[config.mk]
export PLATFORM = sky130hd
export DESIGN_NAME = adc_sampler_ctrl
export DESIGN_NICKNAME = d
export VERILOG_FILES = /design/src/rtl/adc_sampler_ctrl.sv
export SDC_FILE = /design/constraint.sdc
export NUM_CORES = 1
export LEC_CHECK = 0
export ABC_AREA = 1
export CAP_MARGIN = 10
export CORE_MARGIN = 8
export CORE_UTILIZATION = 35
export DETAILED_ROUTE_END_ITERATION = 10
export GPL_TIMING_DRIVEN = 1
export PLACE_DENSITY = 0.64
export SETUP_SLACK_MARGIN = 0.1
export SLEW_MARGIN = 10
export SYNTH_ARGS = -nofsm -noshare
export SYNTH_HDL_FRONTEND = slang
export SYNTH_SLANG_ARGS = --single-unit
[constraint.sdc]
create_clock -name CLK_64MHZ -period 10.43 [get_ports CLK_64MHZ]
set_clock_uncertainty 0.2 [all_clocks]
set_input_delay 2.086 -clock CLK_64MHZ [delete_from_list [all_inputs] [get_ports CLK_64MHZ]]
set_output_delay 2.086 -clock CLK_64MHZ [all_outputs]
set_load 0.005 [all_outputs]
[src/rtl/adc_sampler_ctrl.sv]
// Multi-channel ADC front-end: registered ADC_CLK from a TIME_BASE-selected
// phase counter, per-period capture, optional peak/average decimation, 1-deep output register.
module adc_sampler_ctrl #(
  parameter int DATA_W   = 8,
  parameter int NUM_CH   = 2,
  parameter int TB_W     = 6,
  parameter int TB_MAX   = 17,
  parameter int DEC_LOG2 = 1
) (
  input  logic                     CLK_64MHZ,
  input  logic                     MASTER_RST,
  input  logic                     ENABLE,
  input  logic [TB_W-1:0]          TIME_BASE,
  input  logic [1:0]               MODE,
  input  logic [NUM_CH*DATA_W-1:0] ADC_DATA,
  output logic                     ADC_CLK,
  output logic                     SAMP_VALID,
  input  logic                     SAMP_READY,
  output logic [NUM_CH*DATA_W-1:0] SAMP_DATA,
  output logic [NUM_CH*DATA_W-1:0] SAMP_MAX,
  output logic                     OVERRUN
);

  localparam int PH_W  = TB_MAX + 1;
  localparam int ACC_W = DATA_W + DEC_LOG2;
  localparam int DW    = NUM_CH * DATA_W;

  localparam logic [1:0]          MODE_PEAK = 2'b01;
  localparam logic [1:0]          MODE_AVG  = 2'b10;
  localparam logic [TB_W-1:0]     TB_LIMIT  = TB_W'(TB_MAX);
  localparam logic [DEC_LOG2-1:0] GRP_LAST  = '1;

  logic [TB_W-1:0]     r_tb;
  logic [1:0]          r_mode;
  logic                r_en;
  logic [PH_W-1:0]     r_phase;
  logic [DEC_LOG2-1:0] r_grp;
  logic                r_adc_clk;
  logic [DATA_W-1:0]   r_min [NUM_CH];
  logic [DATA_W-1:0]   r_max [NUM_CH];
  logic [ACC_W-1:0]    r_acc [NUM_CH];

  logic                r_valid;
  logic                r_overrun;
  logic [DW-1:0]       r_data;
  logic [DW-1:0]       r_data_max;

  logic                w_idle;
  logic                w_restart;
  logic [PH_W-1:0]     w_half;
  logic [PH_W-1:0]     w_last_ph;
  logic [PH_W-1:0]     w_phase_next;
  logic                w_strobe;
  logic                w_grouped;
  logic                w_grp_first;
  logic                w_result;
  logic [DATA_W-1:0]   w_smp    [NUM_CH];
  logic [DATA_W-1:0]   w_min_nx [NUM_CH];
  logic [DATA_W-1:0]   w_max_nx [NUM_CH];
  logic [ACC_W-1:0]    w_acc_nx [NUM_CH];
  logic [DW-1:0]       w_res_data;
  logic [DW-1:0]       w_res_max;

  // Restart is detected against the registered copies, so the cycle after any
  // change (or ENABLE rising) always begins at phase 0 of the new rate.
  assign w_idle       = !ENABLE || (TIME_BASE >= TB_LIMIT);
  assign w_restart    = (TIME_BASE != r_tb) || (MODE != r_mode) || !r_en;
  assign w_half       = PH_W'(1) << TIME_BASE;
  assign w_last_ph    = (w_half << 1) - PH_W'(1);
  assign w_phase_next = (r_phase == w_last_ph) ? '0 : r_phase + PH_W'(1);
  assign w_strobe     = !w_idle && !w_restart && (r_phase == w_last_ph);
  assign w_grouped    = (r_mode == MODE_PEAK) || (r_mode == MODE_AVG);
  assign w_grp_first  = (r_grp == '0);
  assign w_result     = w_strobe && (!w_grouped || (r_grp == GRP_LAST));

  // NOTE: every combinational output gets a default before the loop so no latch is inferred.
  always_comb begin
    w_res_data = '0;
    w_res_max  = '0;
    for (int ch = 0; ch < NUM_CH; ch++) begin
      w_smp[ch]    = ADC_DATA[ch*DATA_W +: DATA_W];
      w_min_nx[ch] = (w_grp_first || (w_smp[ch] < r_min[ch])) ? w_smp[ch] : r_min[ch];
      w_max_nx[ch] = (w_grp_first || (w_smp[ch] > r_max[ch])) ? w_smp[ch] : r_max[ch];
      w_acc_nx[ch] = (w_grp_first ? '0 : r_acc[ch]) + ACC_W'(w_smp[ch]);
      case (r_mode)
        MODE_PEAK: begin
          w_res_data[ch*DATA_W +: DATA_W] = w_min_nx[ch];
          w_res_max[ch*DATA_W +: DATA_W]  = w_max_nx[ch];
        end
        MODE_AVG: begin
          w_res_data[ch*DATA_W +: DATA_W] = w_acc_nx[ch][ACC_W-1:DEC_LOG2];
          w_res_max[ch*DATA_W +: DATA_W]  = w_acc_nx[ch][ACC_W-1:DEC_LOG2];
        end
        default: begin
          w_res_data[ch*DATA_W +: DATA_W] = w_smp[ch];
          w_res_max[ch*DATA_W +: DATA_W]  = w_smp[ch];
        end
      endcase
    end
  end

  // NOTE: state updates use non-blocking assignments so every flop samples pre-edge values.
  always_ff @(posedge CLK_64MHZ) begin
    if (MASTER_RST) begin
      r_tb      <= '0;
      r_mode    <= '0;
      r_en      <= 1'b0;
      r_phase   <= '0;
      r_grp     <= '0;
      r_adc_clk <= 1'b0;
      for (int ch = 0; ch < NUM_CH; ch++) begin
        r_min[ch] <= '0;
        r_max[ch] <= '0;
        r_acc[ch] <= '0;
      end
    end else begin
      r_tb   <= TIME_BASE;
      r_mode <= MODE;
      r_en   <= ENABLE;
      if (w_idle) begin
        r_phase   <= '0;
        r_grp     <= '0;
        r_adc_clk <= 1'b0;
        for (int ch = 0; ch < NUM_CH; ch++) begin
          r_min[ch] <= '0;
          r_max[ch] <= '0;
          r_acc[ch] <= '0;
        end
      end else if (w_restart) begin
        r_phase   <= '0;
        r_grp     <= '0;
        r_adc_clk <= 1'b1;
      end else begin
        r_phase   <= w_phase_next;
        r_adc_clk <= (w_phase_next < w_half);
        if (w_strobe && w_grouped) begin
          r_grp <= r_grp + DEC_LOG2'(1);
          for (int ch = 0; ch < NUM_CH; ch++) begin
            r_min[ch] <= w_min_nx[ch];
            r_max[ch] <= w_max_nx[ch];
            r_acc[ch] <= w_acc_nx[ch];
          end
        end
      end
    end
  end

  // Single-entry output register; a result arriving while one is held un-accepted is dropped.
  always_ff @(posedge CLK_64MHZ) begin
    if (MASTER_RST) begin
      r_valid    <= 1'b0;
      r_data     <= '0;
      r_data_max <= '0;
      r_overrun  <= 1'b0;
    end else if (w_result) begin
      if (!r_valid || SAMP_READY) begin
        r_valid    <= 1'b1;
        r_data     <= w_res_data;
        r_data_max <= w_res_max;
      end else begin
        r_overrun <= 1'b1;
      end
    end else if (r_valid && SAMP_READY) begin
      r_valid <= 1'b0;
    end
  end

  assign ADC_CLK    = r_adc_clk;
  assign SAMP_VALID = r_valid;
  assign SAMP_DATA  = r_data;
  assign SAMP_MAX   = r_data_max;
  assign OVERRUN    = r_overrun;

endmodule

==> metrics.txt <==
top_reg_cell synth=dfxtp_1; final core occ=0.419; gp weighted congestion=0.919; min-delay src=OVERRUN; drt pass-1 iters=5; Routed WL=22.9 mm; CP Class=primary input to register; Final ANT Viol Nets=0; Critical path origin=TIME_BASE[2]; layout cells sized above 1=0.0487; starting density of the core=0.355; met2 WL=10.3 mm; Syn Std Cell Area=8300 µm²; worst skew pair latency=0.43 ns; placed cells=1,581; Vias=7,838; critical path's slowest cell=nor2_4; final setup fails=0; Max FO, Critical Path=35; commonest cells after routing, fill and taps aside=305 x nand2_1, 201 x inv_1, 151 x nor2_1, 97 x nand3_1, 73 x a21oi_1; dpl ws=3.62 ns; Unique masters post-synth=38; #FFs+latches synth=113; htree depth=4; vias in the first global route=7,469; startpoint types=primary input; EDFF count, synth=50; Die Height=170 µm; hold buffers post-CTS=0; FMAX=0.158 GHz; Max Transition Viols Final=0; Pleak=4.77 nW; Mean Syn Cell Area=6.73 µm²; Via-to-Cell Ratio=4.86; final hold slack=0.259 ns; Top-Level Pins=63; Die W=170 µm; Slew headroom=0.254; global-route wire length before repair=37.4 mm; CP endpoint kind=register; PortBufs=62; Finished Cell Area=9810 µm²; largest net degree at the start of global routing=65; final hold vios=0; cells along the critical path=clkdlybuf4s50_1 -> nor2_2 -> nand2_1 -> nor2_2 -> inv_1 -> ha_1 -> xor2_1 -> nand4_1 -> nor2_1 -> nand3_1 -> nor2_1 -> nand3_1 -> nor2_4 -> nand3b_1 -> inv_1 -> ha_1 -> nand4_1 -> or3_1 -> o311ai_0 -> a21oi_1; RR Startpoint=r_phase[2]; critical path data required time=10.52 ns; CP arrival=6.43 ns; met3 wire length=1.23 mm; Root Buffer=clkbuf_16; Core Box Area=23,400 µm²; sequential cell area fraction in the yosys report=0.333; Post-Syn Nets=1,331; Power Total=1.19 mW; Final min period=6.34 ns; NumNets Final=1,378; Hold Path Class=register to register; status=completed; Post-CTS Setup Bufs=0; Yosys warnings=0; Post-DP Area=9200 µm²; CTS max path bufs=2; DRC Markers=0; Num CTS Buffers=17; CP Buf/Inv Count=3; post_cts resized=0; CTS tree=done; Die ar.=28,900 µm²; total grt overflow=0; RSZ-0062 raised after global routing=no; max-cap check violation count=0; Reg clk slew, reported paths=0.06 ns; Avg WL per Cell=14.2 µm; initial antenna violation count=0; Rows=56; highest routed metal layer=met4; clock sink total=113; Setup WS post-layout=4.09 ns; Pwr per Cell Area=122 nW/µm²; Post-Layout Cell Count=1,613; total track usage=0.161; final setup TNS=0 ns; worst vdd rail ir drop=0.107 mV; asr flop ratio synth=0; CP peak stage delay=0.65 ns; # diodes=0; period utilization=0.608; commonest non-fill, non-tap cell in the layout=nand2_1; Iter 0 DRT Violations=605; post-detail-place hpwl=16.7 mm; Top delay family on crit path=simple AND/OR/NAND/NOR gates; synthesized instance count=1,234; wire length on met1=10.9 mm; Worst-Margin Slew=1.11 ns; synth-to-layout area growth=18.1%
[per-layer routing]
| layer | global-route usage | up-vias |
|---|---|---|
| met3 | 0.0336 | 34 |
| li1 | - | 4056 |
| met4 | 0.0549 | 0 |
| met1 | 0.211 | 3553 |
| met5 | 0 | - |
| met2 | 0.261 | 195 |
[power breakdown]
part           switching [mW]  total, mW  internal, mW
clock network           0.228      0.596         0.368
logic                  0.0820      0.123        0.0413
registers             0.00348      0.473         0.470
[sequential cells by signal, summed over array words and instances (netlist names)]
signal      cells
ADC_CLK         1
OVERRUN         1
SAMP_DATA      16
SAMP_MAX       16
SAMP_VALID      1
r_acc          18
r_en            1
r_grp           1
r_max          16
r_min          16
r_mode          2
r_phase        18
r_tb            6
[worst register-to-register path, stage by stage (launching register included)]
cell,delay [ns]
dfxtp_1,0.44
nand3_1,0.16
nor2_1,0.17
nand4_1,0.16
nor3_1,0.44
nand4_1,0.20
or2_2,0.36
nor3_1,0.32
nand3_1,0.11
nand3b_1,0.12
inv_1,0.05
ha_1,0.31
nand4_1,0.12
or3_1,0.35
o311ai_0,0.33
a21oi_1,0.10
[cell type report]
class                   count  area, µm²
fillers                  2436      13600
multi-input cells         872       4600
clock inverters             8       58.8
well taps                 319        399
inverters                 211        792
clock buffers              24        546
flip-flops and latches    113       2760
repair buffers             66        651
[logic make-up after synthesis]
group,Yosys count,share of synthesized area
AO/OA/AOI/OAI,122,0.0809
AND/OR/NAND/NOR,652,0.336
adder cells (fa/ha/maj),69,0.106
flip-flops,113,0.333
XOR/XNOR,29,0.0306
buffers and inverters,249,0.114
[cells in the mapped netlist, types with 2 or more instances]
cell | instances | share of area
xnor2_1 | 4 | 0.0042
o21ai_0 | 22 | 0.013
o22ai_1 | 2 | 0.0015
nand2_1 | 305 | 0.14
nand3_2 | 2 | 0.0024
or2_2 | 4 | 0.0030
nand3_1 | 98 | 0.059
a211oi_1 | 2 | 0.0018
nor3_1 | 53 | 0.032
ha_1 | 67 | 0.10
dfxtp_1 | 63 | 0.15
nor2_2 | 8 | 0.0060
clkbuf_1 | 22 | 0.0099
o21bai_1 | 3 | 0.0027
edfxtp_1 | 50 | 0.18
nand3b_1 | 5 | 0.0045
nand4_1 | 14 | 0.011
fa_1 | 2 | 0.0048
a31oi_1 | 3 | 0.0023
nor2_1 | 151 | 0.068
nand2_2 | 2 | 0.0015
a21oi_1 | 73 | 0.044
buf_2 | 12 | 0.0072
nor2_4 | 2 | 0.0027
nor4_1 | 5 | 0.0038
o211ai_1 | 10 | 0.0090
buf_1 | 4 | 0.0018
xor2_1 | 25 | 0.026
clkinv_1 | 3 | 0.0014
inv_2 | 7 | 0.0032
inv_1 | 201 | 0.091
a21o_1 | 4 | 0.0036
[path summary, 6_finish.rpt]
path                  end  slack, ns  depth (start not counted)
setup / recovery  ADC_CLK       4.09                         20
hold / removal    OVERRUN       0.26                          2
setup reg to reg  ADC_CLK       6.34                         15
hold reg to reg   OVERRUN       0.26                          2
No activity file was read; power rests on OpenSTA's default activity.
